[config.mk]
export PLATFORM = sky130hd
export DESIGN_NAME = mem_port_arbiter
export DESIGN_NICKNAME = d
export VERILOG_FILES = /design/src/rtl/mips_mem_pkg.sv /design/src/rtl/mem_arb_pick.sv /design/src/rtl/mem_port_arbiter.sv
export SDC_FILE = /design/constraint.sdc
export NUM_CORES = 1
export LEC_CHECK = 0
export ABC_AREA = 1
export CAP_MARGIN = 30
export CELL_PAD_IN_SITES_DETAIL_PLACEMENT = 1
export CELL_PAD_IN_SITES_GLOBAL_PLACEMENT = 2
export CORE_MARGIN = 8
export CORE_UTILIZATION = 26
export DETAILED_ROUTE_END_ITERATION = 16
export HOLD_SLACK_MARGIN = 0.03
export PLACE_DENSITY = 0.86
export SYNTH_ARGS = -nofsm -noshare
export SYNTH_HDL_FRONTEND = slang
export SYNTH_SLANG_ARGS = --single-unit
[constraint.sdc]
create_clock -name clk -period 3.4 [get_ports clk]
set_clock_uncertainty 0.2 [all_clocks]
set_input_delay 0.85 -clock clk [delete_from_list [all_inputs] [get_ports clk]]
set_output_delay 0.85 -clock clk [all_outputs]
set_load 0.03 [all_outputs]
[src/rtl/mips_mem_pkg.sv]
// Shared types for the instruction/data memory port arbiter.
// Latency: n/a (types and constants only).
// Backpressure: n/a.
package mips_mem_pkg;

    localparam int WORD_ADDR_W = 30;
    localparam int DATA_W      = 32;

    typedef enum logic [1:0] {
        IDLE   = 2'd0,
        ACCESS = 2'd1,
        WAIT   = 2'd2,
        DONE   = 2'd3
    } arb_state_t;

    typedef enum logic {
        OWN_I = 1'b0,
        OWN_D = 1'b1
    } owner_t;

    typedef struct packed {
        logic                   rw;
        logic [WORD_ADDR_W-1:0] addr;
        logic [DATA_W-1:0]      data;
    } mem_req_t;

endpackage

[src/rtl/mem_arb_pick.sv]
// Round-robin picker between fetch and data requests, data-only while locked.
// Latency: combinational.
// Backpressure: none; the caller samples the grant only when it is idle.
module mem_arb_pick
    import mips_mem_pkg::*;
(
    input  logic   i_req,
    input  logic   d_req,
    input  logic   lock_q,
    input  owner_t last_owner,
    output logic   grant_valid,
    output owner_t grant_owner
);

    always_comb begin
        grant_valid = d_req | (i_req & ~lock_q);
        grant_owner = OWN_D;
        // Fetch wins when alone, or on a tie when data owned the port last.
        if (!lock_q && i_req && (!d_req || last_owner == OWN_D)) begin
            grant_owner = OWN_I;
        end
    end

endmodule

[src/rtl/mem_port_arbiter.sv]
// Shares one word-addressed memory port between instruction fetch and data.
// Latency: write done 2 cycles after request, read done 2+MEM_LATENCY.
// Backpressure: requesters hold cs until their done pulse; the losing port waits.
module mem_port_arbiter
    import mips_mem_pkg::*;
#(
    parameter int MEM_LATENCY  = 1,
    parameter int LOCK_TIMEOUT = 8
) (
    input  logic                   clk,
    input  logic                   rst_n,
    input  logic                   i_cs_i,
    input  logic [WORD_ADDR_W-1:0] i_address_i,
    output logic [DATA_W-1:0]      i_data_o,
    output logic                   i_done_o,
    input  logic                   d_cs_i,
    input  logic                   d_rw_i,
    input  logic                   d_lock_i,
    input  logic [WORD_ADDR_W-1:0] d_address_i,
    input  logic [DATA_W-1:0]      d_data_i,
    output logic [DATA_W-1:0]      d_data_o,
    output logic                   d_done_o,
    output logic                   mem_cs_o,
    output logic                   mem_rw_o,
    output logic [WORD_ADDR_W-1:0] mem_address_o,
    output logic [DATA_W-1:0]      mem_data_o,
    input  logic [DATA_W-1:0]      mem_data_i
);

    localparam logic [2:0] LAT_LOAD = 3'(MEM_LATENCY - 1);
    localparam logic [7:0] TO_LAST  = 8'(LOCK_TIMEOUT - 1);

    arb_state_t  state_q, state_d;
    owner_t      owner_q, last_owner_q, grant_owner;
    logic        grant_valid, grant, capture;
    logic        lock_q;
    logic [2:0]  lat_q;
    logic [7:0]  to_q;
    mem_req_t    req_q;
    logic [DATA_W-1:0] i_data_q, d_data_q;

    mem_arb_pick u_pick (
        .i_req       (i_cs_i),
        .d_req       (d_cs_i),
        .lock_q      (lock_q),
        .last_owner  (last_owner_q),
        .grant_valid (grant_valid),
        .grant_owner (grant_owner)
    );

    assign grant   = (state_q == IDLE) && grant_valid;
    assign capture = (state_q == WAIT) && (lat_q == 3'd0);

    always_ff @(posedge clk or negedge rst_n) begin
        if (!rst_n) state_q <= IDLE;
        else        state_q <= state_d;
    end

    always_comb begin
        state_d  = state_q;
        mem_cs_o = 1'b0;
        mem_rw_o = 1'b0;
        i_done_o = 1'b0;
        d_done_o = 1'b0;
        case (state_q)
            IDLE:   if (grant_valid) state_d = ACCESS;
            ACCESS: begin
                mem_cs_o = 1'b1;
                mem_rw_o = req_q.rw;
                state_d  = req_q.rw ? DONE : WAIT;
            end
            WAIT:   if (lat_q == 3'd0) state_d = DONE;
            DONE:   begin
                i_done_o = (owner_q == OWN_I);
                d_done_o = (owner_q == OWN_D);
                state_d  = IDLE;
            end
            default: state_d = IDLE;
        endcase
    end

    always_ff @(posedge clk or negedge rst_n) begin
        if (!rst_n) begin
            owner_q      <= OWN_I;
            last_owner_q <= OWN_D;
            lock_q       <= 1'b0;
            to_q         <= 8'd0;
            lat_q        <= 3'd0;
            req_q        <= '0;
            i_data_q     <= '0;
            d_data_q     <= '0;
        end else begin
            if (grant) begin
                owner_q      <= grant_owner;
                last_owner_q <= grant_owner;
                if (grant_owner == OWN_D) begin
                    req_q  <= '{rw: d_rw_i, addr: d_address_i, data: d_data_i};
                    lock_q <= d_lock_i;
                    to_q   <= 8'd0;
                end else begin
                    req_q.rw   <= 1'b0;
                    req_q.addr <= i_address_i;
                end
            end else if (state_q == IDLE && lock_q && !d_cs_i) begin
                // A pending data request is always granted instead, so it beats expiry.
                if (to_q == TO_LAST) begin
                    lock_q <= 1'b0;
                    to_q   <= 8'd0;
                end else begin
                    to_q <= to_q + 8'd1;
                end
            end

            if (state_q == ACCESS && !req_q.rw)  lat_q <= LAT_LOAD;
            else if (state_q == WAIT && lat_q != 3'd0) lat_q <= lat_q - 3'd1;

            if (capture) begin
                if (owner_q == OWN_I) i_data_q <= mem_data_i;
                else                  d_data_q <= mem_data_i;
            end
        end
    end

    assign i_data_o      = i_data_q;
    assign d_data_o      = d_data_q;
    assign mem_address_o = req_q.addr;
    assign mem_data_o    = req_q.data;

endmodule

Word-level counts from Yosys, hierarchy flattened. Index checks and enable logic that the tools add are counted.

$add $sub $neg: 2. Equality and inequality tests: 7. Mux-type cells: 20. Bitwise logic cells: 5. Reduce and logical (&&, ||, !) cells: 24.

Operator list (number): $mux W8 (4); $mux W31 (1); $mux W1 (10); $reduce_and A2 Y1 (5); $add A8 B1 Y8 const B (1); $eq A8 B3 Y1 const B (1); $logic_and A1 B1 Y1 (8); $pmux W2 S4 (1); $mux W3 (2); $reduce_bool A2 Y1 (3); $eq A2 B2 Y1 const B (2); $mux W2 (2); $ne A2 B2 Y1 const B (2); $logic_not A1 Y1 (3); $logic_not A3 Y1 (1); $not A1 Y1 (3); $reduce_and A3 Y1 (1); $reduce_bool A3 Y1 (1); $sub A3 B1 Y3 const B (1); $eq A2 B1 Y1 const B (1); $logic_not A2 Y1 (1); $ne A2 B1 Y1 const B (1); $and A1 B1 Y1 (1); $logic_or A1 B1 Y1 (1); $or A1 B1 Y1 (1).

Bits in registers: 143. Input port bits: 130. Output and inout port bits: 130.

Logic depth before layout (Yosys ltp). Gate-level depths: netlist (run 1).

Word-level depth: 6. Mapped depth: 9.

Cells and area by module. Synthesis (run 1) repeated with hierarchy kept, for this count alone.

Cell total of the unflattened synthesis: 744. Area total of the unflattened synthesis: 6453.7 µm².

By module, submodules not included: mem_port_arbiter (times used 1, cells each 735, area each 6419.9 µm², sequential area each 3579.7 µm²); mem_arb_pick (times used 1, cells each 9, area each 33.8 µm², sequential area each 0.0 µm²).

Worst setup path before layout (run 1). Ideal clock, no wire load.

Path type: reg2out. Start: register state_q[1]. End: output port mem_rw_o. Data arrival time: 1139 ps. Slack: 1211 ps. Stages on the path, launching flop included: 5. Buffers on the path: 0. Cells stage by stage: dfrtp_1 inv_1 ha_1 nand2_1 inv_1.

Cells in the longest elaborated chain, start to end: 2.

Ends and longest elaborated chain: start, declared (line mem_port_arbiter.sv:33) `arb_state_t state_q, state_d;`; start signal, assigned (line mem_port_arbiter.sv:56) `else state_q <= state_d;`; $eq A2 B1 Y1 (line mem_port_arbiter.sv:65) `case (state_q)`; $mux W1 (line mem_port_arbiter.sv:65); end, declared (line mem_port_arbiter.sv:24) `output logic mem_rw_o,`.

No other way between the ends.

Final worst setup path (run 1). Ends and elaborated chain as after synthesis.

==> impl_metrics.tcl, run 1 <==
set metrics [dict create \
    p_per_area_nw_per_um2 1040 \
    die_x_um 174 \
    avgRoutedWirePerCell_um 17.0 \
    syn-cell-area_um2 6450 \
    hpwl_um 16000 \
    drive_above_1_share 0.0575 \
    cts_resized 0 \
    antenna_found_initial 1 \
    cts_buffers 17 \
    clk_latency_ps 410 \
    final_cell_mix "258 x clkdlybuf4s50_1, 239 x nand2_1, 142 x dfrtp_1, 68 x o21ai_0, 62 x a21oi_1" \
    viasPerCell 4.31 \
    cts-root-buf "clkbuf_16" \
    worst_ep_required_time_ps 2350 \
    initial_utilization 0.265 \
    layout_commonest_cell "clkdlybuf4s50_1" \
    netlist_instances 749 \
    setup.worst_path.class "register to output port" \
    rrSetupSlack_ps 1020 \
    fp.dieArea_um2 30100 \
    portBuffers 259 \
    hold_violations 0 \
    reg2reg_from "lat_q[0]$_DFFE_PN0P_" \
    crit_path_start "state_q[1]$_DFFE_PN0P_" \
    min_path_type "input pin to asynchronous set/reset pin" \
    yosysWarningCount 0 \
    core-area_um2 24300 \
    ir_drop_v 0.000470 \
    slew_headroom 0.538 \
    status "completed" \
    path_clk_slew_ps 70 \
    p_leak_nw 4.38 \
    synth-seq-cells 143 \
    avgSynthCellArea_um2 8.61 \
    fmax_ghz 0.331 \
    cts_tree "done" \
    overflow 0 \
    placed_area_um2 8900 \
    grt_pass1_wl_um 35100 \
    drt_iter0_drc 277 \
    fin_nets 1080 \
    drc 0 \
    seq_area_frac_synth 0.555 \
    dr_total_vias 5519 \
    r2r-end "i_data_o[2]$_DFFE_PN0P_" \
    grt_max_degree 73 \
    worst_setup_path_end_kind "output port" \
    antenna_left 0 \
    finalCritPeriodShare 0.888 \
    grt_setup_unrepaired "no" \
    fin_area_um2 9500 \
    setup_viol 0 \
    firstDrtPassIters 4 \
    die_y_um 174 \
    drv_slew 0 \
    rows 57 \
    p_total_w 0.00987 \
    cap_violations 0 \
    synth_nets 886 \
    worst_pin_slew_ps 692 \
    grtUsageTotal 0.146 \
    io_pins 260 \
    ctsHoldBuffers 0 \
    worstPathMaxFanout 4 \
    drt-total-wl_um 21800 \
    area_growth_pct 47.3 \
    grt_pass1_vias 5934 \
    setup_tns_ps 0 \
    n_fill_cell 2843 \
    cts.sinks 143 \
    post_cts_buffers 0 \
    arrival_ps 1970 \
    gp_routability_congestion 0.731 \
    h-tree-depth 4 \
    min_period_ps 3020 \
    cts_buffer_depth 2 \
    critPathLaunchType "register" \
    r2r_cells 8 \
    synth_cell_types 25 \
]
worst max-delay path, cell delays in order, from the launching register on:
cell,delay (ps)
dfrtp_1,400
inv_1,120
ha_1,210
nand2_1,60
inv_1,60
clkdlybuf4s50_1,710
worst max path at each step:
stage / slack, ps / endpoint
5_1_grt: 230 / mem_rw_o
6_report: 380 / mem_rw_o
2_1_floorplan: 1210 / mem_rw_o
3_5_place_dp: 490 / mem_address_o[27]$_DFFE_PN0P_
4_1_cts: 300 / mem_rw_o
3_3_place_gp: 540 / mem_address_o[6]$_DFFE_PN0P_
where the power goes:
part	internal [W]	total (W)	switching, W
Clock	0.00107	0.00193	0.000860
Sequential	0.00250	0.00296	0.000462
Combinational	0.00190	0.00497	0.00308
synthesized netlist by cell type:
cell | number | area share
o21ai_1 | 3 | 0.0023
clkbuf_1 | 10 | 0.0058
o211ai_1 | 1 | 0.0012
nand3_4 | 1 | 0.0027
dfrtp_1 | 142 | 0.55
dfstp_2 | 1 | 0.0041
nand3_2 | 2 | 0.0031
nand3_1 | 12 | 0.0093
ha_1 | 7 | 0.014
o21ai_0 | 68 | 0.053
nand2_1 | 239 | 0.14
buf_4 | 71 | 0.083
inv_1 | 55 | 0.032
inv_2 | 2 | 0.0012
a21oi_1 | 62 | 0.048
buf_2 | 11 | 0.0085
nor3_1 | 1 | 0.00078
nor2_2 | 1 | 0.00097
nor2_1 | 50 | 0.029
inv_4 | 2 | 0.0019
clkinv_1 | 1 | 0.00058
o21bai_1 | 1 | 0.0012
nand2_2 | 2 | 0.0019
nand2_4 | 3 | 0.0052
o22ai_1 | 1 | 0.00097
final cells by class:
cell class	instances	area, µm²	share of cell area
Multi-Input combinational cell	454	2010	0.212
Clock inverter	14	163	0.0171
Tap cell	324	405	0.0427
Inverter	60	230	0.0242
Clock buffer	18	439	0.0462
Antenna cell	1	2.50	0.000263
Sequential cell	143	3580	0.377
Timing Repair Buffer	267	2670	0.281
through the flow:
stage / hold WS (ps) / setup WS (ps) / std cells / utilization
floorplan: 246 / 1210 / 749 / -
global placement: 258 / 542 / 1248 / 0.366
detailed placement: 263 / 485 / 1248 / 0.366
CTS: 138 / 300 / 1280 / 0.391
global route: 155 / 229 / 1280 / 0.391
finish: 132 / 382 / 1281 / 0.391
layer usage:
metal	track usage	part of all wire	vias up
li1	-	-	2666
met1	0.178	0.44	2629
met2	0.217	0.42	211
met3	0.0812	0.13	13
met4	0.0374	0.0097	0
met5	0	0	-
logic make-up after synthesis:
| family | synth area share |
|---|---|
| adders and majority gates | 0.0136 |
| AOI/OAI and AO/OA | 0.107 |
| DFF | 0.555 |
| and+or+nand+nor | 0.192 |
| buffers and inverters | 0.133 |
state kept, by name, indices dropped and copies added (netlist names):
name,count
req_q,1
d_data_o,32
i_data_o,32
mem_data_o,32
lock_q,1
mem_address_o,30
to_q,8
owner_q,1
lat_q,3
state_q,2
last_owner_q,1
Note: power is estimated with default switching activity, not from simulation.
==> run 2: changes to the inputs <==
--- a/config.mk
+++ b/config.mk
@@ -10,10 +10,10 @@
 export CELL_PAD_IN_SITES_DETAIL_PLACEMENT = 1
 export CELL_PAD_IN_SITES_GLOBAL_PLACEMENT = 2
 export CORE_MARGIN = 8
-export CORE_UTILIZATION = 26
+export CORE_UTILIZATION = 24
 export DETAILED_ROUTE_END_ITERATION = 16
 export HOLD_SLACK_MARGIN = 0.03
-export PLACE_DENSITY = 0.86
+export PLACE_DENSITY = 0.8
 export SYNTH_ARGS = -nofsm -noshare
 export SYNTH_HDL_FRONTEND = slang
 export SYNTH_SLANG_ARGS = --single-unit
==> constraint.sdc (replaced) <==
create_clock -name clk -period 2.9 [get_ports clk]
set_clock_uncertainty 0.2 [all_clocks]
set_input_delay 0.725 -clock clk [delete_from_list [all_inputs] [get_ports clk]]
set_output_delay 0.725 -clock clk [all_outputs]
set_load 0.03 [all_outputs]
==> impl_metrics.tcl, run 2 (synthesis gave the netlist of run 1 again) <==
set metrics [dict create \
    status "completed" \
    reg2reg_from "state_q[1]$_DFFE_PN0P_" \
    drv_slew 0 \
    layout_commonest_cell "clkdlybuf4s50_1" \
    ir_drop_v 0.000516 \
    grt_setup_unrepaired "no" \
    drt-total-wl_um 21700 \
    fin_nets 1081 \
    final_cell_mix "256 x clkdlybuf4s50_1, 239 x nand2_1, 142 x dfrtp_1, 68 x o21ai_0, 62 x a21oi_1" \
    dp.cells 1266 \
    grt_pass1_wl_um 35200 \
    slew_headroom 0.603 \
    cts_buffers 17 \
    worst_pin_slew_ps 596 \
    grtUsageTotal 0.135 \
    min_period_ps 2800 \
    cts.sinks 143 \
    p_per_area_nw_per_um2 1210 \
    p_leak_nw 4.39 \
    grt_pass1_vias 6059 \
    n_fill_cell 3097 \
    finalCritPeriodShare 0.964 \
    arrival_ps 1870 \
    firstDrtPassIters 4 \
    p_total_w 0.0115 \
    seqCellArea_um2 3580 \
    h-tree-depth 4 \
    cap_violations 0 \
    rows 60 \
    hpwl_um 15600 \
    drive_above_1_share 0.0575 \
    cts_buffer_depth 2 \
    cts-root-buf "clkbuf_16" \
    r2r_cells 6 \
    cts_tree "done" \
    overflow 0 \
    fmax_ghz 0.358 \
    antenna_found_initial 0 \
    dr_total_vias 5543 \
    gp_routability_congestion 0.749 \
    rrSetupSlack_ps 890 \
    setup.worst_path.class "register to output port" \
    worstPathMaxFanout 5 \
    viasPerCell 4.27 \
    hold_violations 0 \
    fp.dieArea_um2 32400 \
    grt_max_degree 65 \
    avgRoutedWirePerCell_um 16.7 \
    min_path_type "input pin to asynchronous set/reset pin" \
    worst_setup_path_end_kind "output port" \
    worstSetupEndpoint "i_done_o" \
    path_clk_slew_ps 70 \
    io_pins 260 \
    antenna_left 0 \
    instances_no_fill 1298 \
    clk_latency_ps 420 \
    crit_path_start "state_q[0]$_DFFE_PN0P_" \
    ctsHoldBuffers 0 \
    initial_utilization 0.242 \
    die_y_um 180 \
    core-area_um2 26700 \
    portBuffers 259 \
    setup_viol 0 \
    antenna_cells 0 \
    area_growth_pct 47.5 \
    die_x_um 180 \
    critPathLaunchType "register" \
    r2r-end "req_q[62]$_DFFE_PN0P_" \
    setup_tns_ps 0 \
    post_cts_buffers 0 \
    drc 0 \
    utilization 0.357 \
    multi_input_area_um2 2010 \
    drt_iter0_drc 244 \
    worst_ep_required_time_ps 1980 \
]
## run 2: cell count changes in the layout (fill, tap and decap cells not counted), sizes merged
cell           change
buf                +1
bufinv             -1
clkdlybuf4s50      -2
clkinv             +2
clkinvlp           +1
diode              -1
dlygate4sd2        +1
dlymetal6s2s       +1
inv                -2
## run 2: layer usage
layer / GRT usage / wire (µm) / up-vias
li1: - / - / 2674
met1: 0.164 / 9480 / 2650
met2: 0.209 / 9580 / 205
met3: 0.0732 / 2400 / 14
met4: 0.0310 / 198 / 0
met5: 0 / 0 / -
## run 2: how the worst min path moves through the flow
| stage | cells past startpoint | start | endpoint | slack, ps |
|---|---|---|---|---|
| 3_5_place_dp | 2 | mem_data_o[5]$_DFFE_PN0P_ | mem_data_o[5]$_DFFE_PN0P_ | 260 |
| 3_3_place_gp | 2 | mem_data_o[1]$_DFFE_PN0P_ | mem_data_o[1]$_DFFE_PN0P_ | 260 |
| 6_report | 1 | rst_n | d_data_o[24]$_DFFE_PN0P_ | 60 |
| 5_1_grt | 1 | rst_n | d_data_o[24]$_DFFE_PN0P_ | 90 |
| 2_1_floorplan | 0 | rst_n | d_data_o[0]$_DFFE_PN0P_ | 230 |
| 4_1_cts | 1 | rst_n | d_data_o[24]$_DFFE_PN0P_ | 90 |
## run 2: through the flow
stage	hold slack, ps	area (µm²)	setup WS [ps]
after detailed placement	264	8960	404
after global placement	261	8960	445
after global routing	94.6	9520	4.47
final	60.5	9520	104
after CTS	85.9	9510	48.9
after floorplan	229	6450	836
## run 2: timing repair
item / 4_1_cts / 5_1_grt
resized for setup: 1 / 1
endpoints found under the setup margin: 1 / 1
gates cloned: 0 / 0
## run 2: area by class of cell
cell class                 count  share of cell area
inverter                      60              0.0242
tap                          341              0.0448
multi-input combinational    454               0.212
sequential                   143               0.376
timing repair buffer         268               0.285
clock buffer                  18              0.0451
clock inverter                14              0.0130
## run 2: critical path, stage by stage, from the launching register on
cell and delay (ps):
dfrtp_1 410, ha_1 210, inv_1 50, nor2_1 70
clkdlybuf4s50_1 710
## run 2: power breakdown
group / leakage [nW] / total [W] / switching, W / internal (W)
Combinational: 2.38 / 0.00588 / 0.00363 / 0.00224
Clock: 0.268 / 0.00213 / 0.00100 / 0.00113
Sequential: 1.74 / 0.00346 / 0.000532 / 0.00293
Total: 4.39 / 0.0115 / 0.00517 / 0.00630
==> run 3: changes to the inputs <==
--- a/config.mk
+++ b/config.mk
@@ -13,7 +13,8 @@
 export CORE_UTILIZATION = 24
 export DETAILED_ROUTE_END_ITERATION = 16
 export HOLD_SLACK_MARGIN = 0.03
-export PLACE_DENSITY = 0.8
+export PLACE_DENSITY = 0.85
 export SYNTH_ARGS = -nofsm -noshare
 export SYNTH_HDL_FRONTEND = slang
 export SYNTH_SLANG_ARGS = --single-unit
+export TNS_END_PERCENT = 20
==> constraint.sdc (replaced) <==
create_clock -name clk -period 3.1 [get_ports clk]
set_clock_uncertainty 0.2 [all_clocks]
set_input_delay 0.775 -clock clk [delete_from_list [all_inputs] [get_ports clk]]
set_output_delay 0.775 -clock clk [all_outputs]
set_load 0.03 [all_outputs]
==> impl_metrics.tcl, run 3 (synthesis gave the netlist of run 1 again) <==
set metrics [dict create \
    cap_violations 0 \
    grt_max_degree 65 \
    grt_pass1_vias 6125 \
    p_total_w 0.0108 \
    fmax_ghz 0.339 \
    worstPathMaxFanout 4 \
    worst_pin_slew_ps 576 \
    core-area_um2 26700 \
    ir_drop_v 0.000488 \
    status "completed" \
    cts_buffer_depth 2 \
    area_growth_pct 47.8 \
    layout_commonest_cell "clkdlybuf4s50_1" \
    cts-root-buf "clkbuf_16" \
    hpwl_um 16200 \
    fp.dieArea_um2 32400 \
    dp.cells 1267 \
    avgRoutedWirePerCell_um 16.9 \
    cts_buffers 17 \
    firstDrtPassIters 4 \
    drt-total-wl_um 21900 \
    worst_setup_path_end_kind "output port" \
    fin_nets 1082 \
    cp_slowest_stage_delay_ps 700 \
    final_cell_mix "258 x clkdlybuf4s50_1, 239 x nand2_1, 142 x dfrtp_1, 68 x o21ai_0, 62 x a21oi_1" \
    antenna_cells 0 \
    dr_total_vias 5499 \
    path_cells "inv_1 -> ha_1 -> nand2_1 -> inv_1 -> clkdlybuf4s50_1" \
    antenna_left 0 \
    cts.sinks 143 \
    antenna_found_initial 1 \
    n_fill_cell 3126 \
    grt_pass1_wl_um 35100 \
    die_x_um 180 \
    post_cts_buffers 0 \
    crit_buf_inv 3 \
    cp_top_family "buffers and inverters" \
    ctsHoldBuffers 0 \
    instances_no_fill 1299 \
    path_common_cell "inv_1" \
    cts_resized 0 \
    min_path_type "input pin to asynchronous set/reset pin" \
    drc 0 \
    setup_tns_ps 0 \
    arrival_ps 1980 \
    worst_ep_required_time_ps 2120 \
    viasPerCell 4.23 \
    overflow 0 \
    p_leak_nw 4.38 \
    min_period_ps 2950 \
    h-tree-depth 4 \
    critPathLaunchType "register" \
    slew_headroom 0.616 \
    portBuffers 259 \
    io_pins 260 \
    initial_utilization 0.242 \
    setup_viol 0 \
    drt_iter0_drc 285 \
    clk_latency_ps 420 \
    gp_routability_congestion 0.763 \
    p_per_area_nw_per_um2 1130 \
    rows 60 \
    grt_setup_unrepaired "no" \
    grtUsageTotal 0.136 \
    drv_slew 0 \
    cp_slowest_cell "clkdlybuf4s50_1" \
    finalCritPeriodShare 0.953 \
    drive_above_1_share 0.0595 \
    setup.worst_path.class "register to output port" \
    cts_tree "done" \
    hold_violations 0 \
    die_y_um 180 \
    path_clk_slew_ps 70 \
]
## run 3: path summary, 6_finish.rpt
path / cells past startpoint / end / slack [ps] / start
hold / removal: 1 / d_data_o[0]$_DFFE_PN0P_ / 80 / rst_n
max in group asynchronous: 2 / i_data_o[13]$_DFFE_PN0P_ / 1960 / rst_n
hold reg to reg: 2 / mem_data_o[30]$_DFFE_PN0P_ / 280 / mem_data_o[30]$_DFFE_PN0P_
setup reg to reg: 6 / req_q[62]$_DFFE_PN0P_ / 1120 / state_q[1]$_DFFE_PN0P_
setup / recovery: 5 / mem_rw_o / 150 / state_q[1]$_DFFE_PN0P_
min in group clk: 2 / mem_data_o[30]$_DFFE_PN0P_ / 280 / mem_data_o[30]$_DFFE_PN0P_
## run 3: power breakdown
part,total (W),switching [W],internal (W)
clock,0.00208,0.000995,0.00108
combinational,0.00548,0.00340,0.00208
sequential,0.00322,0.000480,0.00274
## run 3: area by class of cell
type | count | area [µm²] | area share
clock inverters | 15 | 161 | 0.0169
inverters | 60 | 230 | 0.0242
multi-input cells | 454 | 2010 | 0.211
clock buffers | 17 | 425 | 0.0446
well taps | 341 | 427 | 0.0448
repair buffers | 269 | 2690 | 0.283
flip-flops and latches | 143 | 3580 | 0.376
## run 3: routing by layer
layer / share of wire / wire length (µm) / global-route usage
met5: 0.00059 / 13 / 0
met4: 0.0085 / 187 / 0.0320
met3: 0.13 / 2740 / 0.0774
met2: 0.43 / 9520 / 0.209
met1: 0.43 / 9440 / 0.162
## run 3: stage by stage
stage / setup slack, ps / util / cell area, µm² / hold WS (ps)
2_1_floorplan: 986 / - / 6450 / 246
5_1_grt: 7.90 / 0.358 / 9530 / 97.6
4_1_cts: 104 / 0.358 / 9530 / 85.2
3_3_place_gp: 586 / 0.336 / 8940 / 262
6_report: 147 / 0.358 / 9530 / 81.9
3_5_place_dp: 549 / 0.336 / 8940 / 265
